==> config.mk <==
export PLATFORM = sky130hd
export DESIGN_NAME = mult8_seq
export DESIGN_NICKNAME = d
export VERILOG_FILES = /design/src/rtl/mult8_seq.sv
export SDC_FILE = /design/constraint.sdc
export NUM_CORES = 1
export LEC_CHECK = 0
export BUFFER_PORTS_ARGS = -buffer_cell sky130_fd_sc_hd__buf_4
export CAP_MARGIN = 25
export CORE_ASPECT_RATIO = 0.5
export CORE_MARGIN = 3
export CORE_UTILIZATION = 59
export DETAILED_ROUTE_END_ITERATION = 8
export GPL_TIMING_DRIVEN = 0
export PLACE_DENSITY_LB_ADDON = 0.3
export SLEW_MARGIN = 40
export SYNTH_ARGS = -nofsm -noshare
export SYNTH_HDL_FRONTEND = slang
export SYNTH_SLANG_ARGS = --single-unit
==> constraint.sdc <==
create_clock -name clk -period 6.5 [get_ports clk]
set_clock_uncertainty 0.15 [all_clocks]
set_input_delay 0.975 -clock clk [delete_from_list [all_inputs] [get_ports clk]]
set_output_delay 0.975 -clock clk [all_outputs]
set_load 0.005 [all_outputs]
==> src/rtl/mult8_seq.sv <==
// mult8_seq: 8x8 unsigned shift-and-add multiplier.
// Adds one partial product per cycle through a ripple add8.

module add8 (
  input  logic [7:0] x,
  input  logic [7:0] y,
  input  logic       cin,
  output logic [7:0] s,
  output logic       cout
);

  // Ripple carry chain, one full adder per bit.
  always_comb begin
    logic c;
    c = cin;
    s = '0;
    for (int i = 0; i < 8; i++) begin
      s[i] = x[i] ^ y[i] ^ c;
      c    = (x[i] & y[i]) | (c & (x[i] ^ y[i]));
    end
    cout = c;
  end

endmodule

module mult8_seq (
  input  logic        clk,
  input  logic        rstb,
  input  logic        start,
  input  logic [7:0]  a,
  input  logic [7:0]  b,
  output logic        busy,
  output logic        done,
  output logic [15:0] product
);

  typedef enum logic [1:0] {
    IDLE = 2'd0,
    RUN  = 2'd1,
    DONE = 2'd2
  } state_t;

  state_t      state_q;
  logic [7:0]  m_q;
  logic [15:0] acc_q;
  logic [15:0] acc_d;
  logic [2:0]  cnt_q;
  logic [15:0] prod_q;

  logic [7:0]  hi;
  logic [7:0]  lo;
  logic [7:0]  sum;
  logic        cout;
  logic        accept;

  assign hi = acc_q[15:8];
  assign lo = acc_q[7:0];

  add8 u_add8 (
    .x    (hi),
    .y    (m_q),
    .cin  (1'b0),
    .s    (sum),
    .cout (cout)
  );

  // Start is only honoured outside RUN.
  assign accept = start & (state_q != RUN);

  // Next accumulator: add M into HI when LO[0] is set, then shift right.
  always_comb begin
    if (lo[0]) begin
      acc_d = {cout, sum, lo[7:1]};
    end else begin
      acc_d = {1'b0, hi, lo[7:1]};
    end
  end

  // Control FSM and datapath registers.
  always_ff @(posedge clk or negedge rstb) begin
    if (!rstb) begin
      state_q <= IDLE;
      m_q     <= '0;
      acc_q   <= '0;
      cnt_q   <= '0;
      prod_q  <= '0;
    end else begin
      unique case (state_q)
        IDLE, DONE: begin
          if (accept) begin
            m_q     <= a;
            acc_q   <= {8'h00, b};
            cnt_q   <= '0;
            state_q <= RUN;
          end else begin
            state_q <= IDLE;
          end
        end
        RUN: begin
          acc_q <= acc_d;
          cnt_q <= cnt_q + 3'd1;
          if (cnt_q == 3'd7) begin
            prod_q  <= acc_d;
            state_q <= DONE;
          end
        end
        default: state_q <= IDLE;
      endcase
    end
  end

  assign busy    = (state_q == RUN);
  assign done    = (state_q == DONE);
  assign product = prod_q;

endmodule

==> impl_metrics.json <==
{
  "totalWireLength_um": 3980,
  "numCtsBuffers": 5,
  "drive_gt1_share_pct": 32.7,
  "max_slew.worst_pin.slew_ps": 555,
  "place_congestion": 0.818,
  "synth.area.top_cells": "dfrtp_1 55%, fa_1 6.9%, mux2_2 6.6%",
  "drtIter0Drc": 53,
  "vias_per_cell": 5.52,
  "required_ps": 6530,
  "setup_viol": 0,
  "crit_top_cell": "fa_1",
  "fp.dieH_um": 47.5,
  "irDropWorstVdd_mv": 0.290,
  "period_needed_ps": 3640,
  "cp-endpoint": "product[14]$_DFFE_PN0P_",
  "synth.net_count": 188,
  "initial_core_util_pct": 64.6,
  "grt_pass1_vias": 1380,
  "core-area_um2": 3150,
  "grt_pass1_wl_um": 6690,
  "r2r_end": "product[14]$_DFFE_PN0P_",
  "yosys_warnings": 0,
  "tns_ps": 0,
  "drtAntennaViolNets": 0,
  "status": "finished clean",
  "worstSkewPairLatency_ps": 300,
  "rows": 14,
  "dieArea_um2": 4230,
  "synth_top_area_cell": "dfrtp_1",
  "worst-setup-path-type": "flop to flop",
  "overflow": 0,
  "syn_area_um2": 2040,
  "whs_ps": 333,
  "cts_tree": "yes",
  "crit_path_max_incr_delay_ps": 400,
  "hp-class": "flop to flop",
  "slew_headroom_pct": 63.0,
  "crit_arrival_ps": 3670,
  "cp-startpoint": "acc_q[8]$_DFFE_PN0P_",
  "cp.depth": 14,
  "fill_cells": 214,
  "ys_seq_elements": 45,
  "post-dp-hpwl_um": 2820,
  "syn2layout_area_growth_pct": 20.0,
  "path_cells": "ha_1 > inv_1 > fa_1 > fa_1 > fa_1 > inv_1 > fa_1 > fa_1 > inv_1 > fa_1 > inv_1 > fa_1 > mux2i_1 > o21ai_0",
  "route.detailed.drc": 0,
  "die-width_um": 89.1,
  "ys_types": 24,
  "syn_avg_cell_area_um2": 12.8,
  "post-cts-setup-buffers": 0,
  "r2r_start": "acc_q[8]$_DFFE_PN0P_",
  "portBuffers": 36,
  "track_usage_pct": 22.2,
  "slew_viol_final": 0,
  "hold_buffers": 0,
  "netlist.area_leader.share_pct": 55.3,
  "rrSetupSlack_ps": 2860,
  "ios": 37,
  "clock-root-buffer": "clkbuf_8",
  "ys_seq_area_share_pct": 55.3,
  "fmax_ghz": 0.275,
  "numClockSinks": 45,
  "antenna_found_initial": 0,
  "period_share_pct": 56.0,
  "cts_resized": 0,
  "wl_met1_um": 1830,
  "routed.top_layer": "met4",
  "crit_slowest_cell": "fa_1",
  "p_leak_uw": 0.00121,
  "finish.net_count": 231,
  "grt_max_degree": 46,
  "wl_met3_um": 168,
  "critPathCaptureType": "flop",
  "cap_violations": 0,
  "rsz0062_at_grt": "false",
  "clk_pin_slew_ps": 80,
  "final_hold_viol_count": 0,
  "path_buf_inv": 4,
  "p_per_area_nw_per_um2": 517,
  "start_kind": "flop",
  "htreeDepth": 2,
  "first_pass_iters": 4,
  "num_antenna_cells": 0,
  "worst-r2r-cell-count": 14,
  "vias": 1337,
  "routedWlPerCell_um": 16.5,
  "crit_fanout": 3,
  "syn_inst": 159,
  "clock_path_buffers": 2,
  "wl_met2_um": 1940,
  "cp_top_family": "adder cells"
}
==> area by class of cell <==
type / instances / area, µm² / share of cell area (%)
sequential: 45 / 1130 / 46.1
multi-input combinational: 92 / 787 / 32.2
timing repair buffer: 36 / 270 / 11.1
clock buffer: 7 / 86.3 / 3.53
buffer: 8 / 70.1 / 2.87
inverter: 14 / 52.6 / 2.15
tap: 40 / 50.0 / 2.05
==> sequential cells by signal, indices dropped and copies added, names as in the netlist <==
register  flops
cnt_q         3
state_q       2
acc_q        16
m_q           8
product      16
==> per-layer routing <==
metal	vias to the layer above	global-route usage, %
met5	-	0
met4	0	8.31
met3	5	5.33
met2	30	38.1
met1	673	28.5
li1	629	-
==> logic make-up (layout without fill, tap and decap cells) <==
logic type | Yosys count | after routing | share of synthesized area (%)
multiplexers | 17 | 17 | 9.34
AND/OR/NAND/NOR | 23 | 23 | 5.90
buffers and inverters | 22 | 65 | 6.02
flip-flops | 45 | 45 | 55.3
AO/OA/AOI/OAI | 42 | 42 | 14.7
adder cells (fa/ha/maj) | 10 | 10 | 8.73
==> Yosys cell counts <==
| cell | number |
|---|---|
| o2bb2ai_1 | 8 |
| nand3b_4 | 1 |
| buf_6 | 5 |
| mux2_4 | 1 |
| nor2_1 | 1 |
| inv_2 | 1 |
| inv_1 | 13 |
| nor2b_2 | 1 |
| nor2b_1 | 1 |
| o21ai_0 | 16 |
| o21bai_1 | 1 |
| a221o_1 | 1 |
| buf_2 | 2 |
| nand2_1 | 17 |
| mux2i_1 | 4 |
| dfrtp_1 | 45 |
| nor2_4 | 1 |
| fa_1 | 7 |
| nand2b_1 | 1 |
| a21o_1 | 7 |
| ha_1 | 3 |
| clkbuf_1 | 1 |
| a22o_1 | 9 |
| mux2_2 | 12 |
==> worst register-to-register path: cells and delay by family (launching register included) <==
kind / cells / cell delay (ps)
buffers and inverters: 4 / 270
multiplexers: 1 / 210
flip-flops: 1 / 380
adder cells (fa/ha/maj): 8 / 2410
AO/OA/AOI/OAI: 1 / 110
==> report_power, final <==
group | internal [µW] | switching, µW
sequential | 418 | 94.0
combinational | 301 | 276
clock | 84.4 | 88.9
==> per-stage QoR <==
step                      utilization (%)  instances  instance area (µm²)  power, µW  setup WS, ps
after floorplan                         -        159                 2040        886          3140
after global placement               74.7        235                 2360       1050          2990
after detailed placement             74.7        235                 2360       1090          2900
after CTS                            77.5        242                 2440       1270          2850
after global routing                 77.5        242                 2440       1370          2630
final                                77.5        242                 2440       1260          2860
==> layout by cell type (no fill, tap or decap) <==
master / count
buf_2: 2
ha_1: 3
buf_6: 5
a221o_1: 1
nand3b_4: 1
clkbuf_1: 2
nor2_4: 1
fa_1: 7
inv_1: 13
a22o_1: 9
inv_2: 1
a21o_1: 7
clkbuf_8: 6
nand2_1: 17
nor2b_2: 1
dfrtp_1: 45
o2bb2ai_1: 8
o21ai_0: 16
mux2_2: 12
buf_4: 36
mux2i_1: 4
nor2b_1: 1
nor2_1: 1
o21bai_1: 1
nand2b_1: 1
mux2_4: 1
==> how the worst min path moves through the flow <==
stage,cells after the start,slack (ps),to,startpoint
finish,2,330,product[11]$_DFFE_PN0P_,product[11]$_DFFE_PN0P_
global placement,2,310,product[11]$_DFFE_PN0P_,product[11]$_DFFE_PN0P_
floorplan,1,310,acc_q[14]$_DFFE_PN0P_,acc_q[14]$_DFFE_PN0P_
global route,2,360,product[11]$_DFFE_PN0P_,product[11]$_DFFE_PN0P_
detailed placement,2,320,product[13]$_DFFE_PN0P_,product[13]$_DFFE_PN0P_
CTS,2,340,product[13]$_DFFE_PN0P_,product[13]$_DFFE_PN0P_
Note: power is estimated with default switching activity, not from simulation.
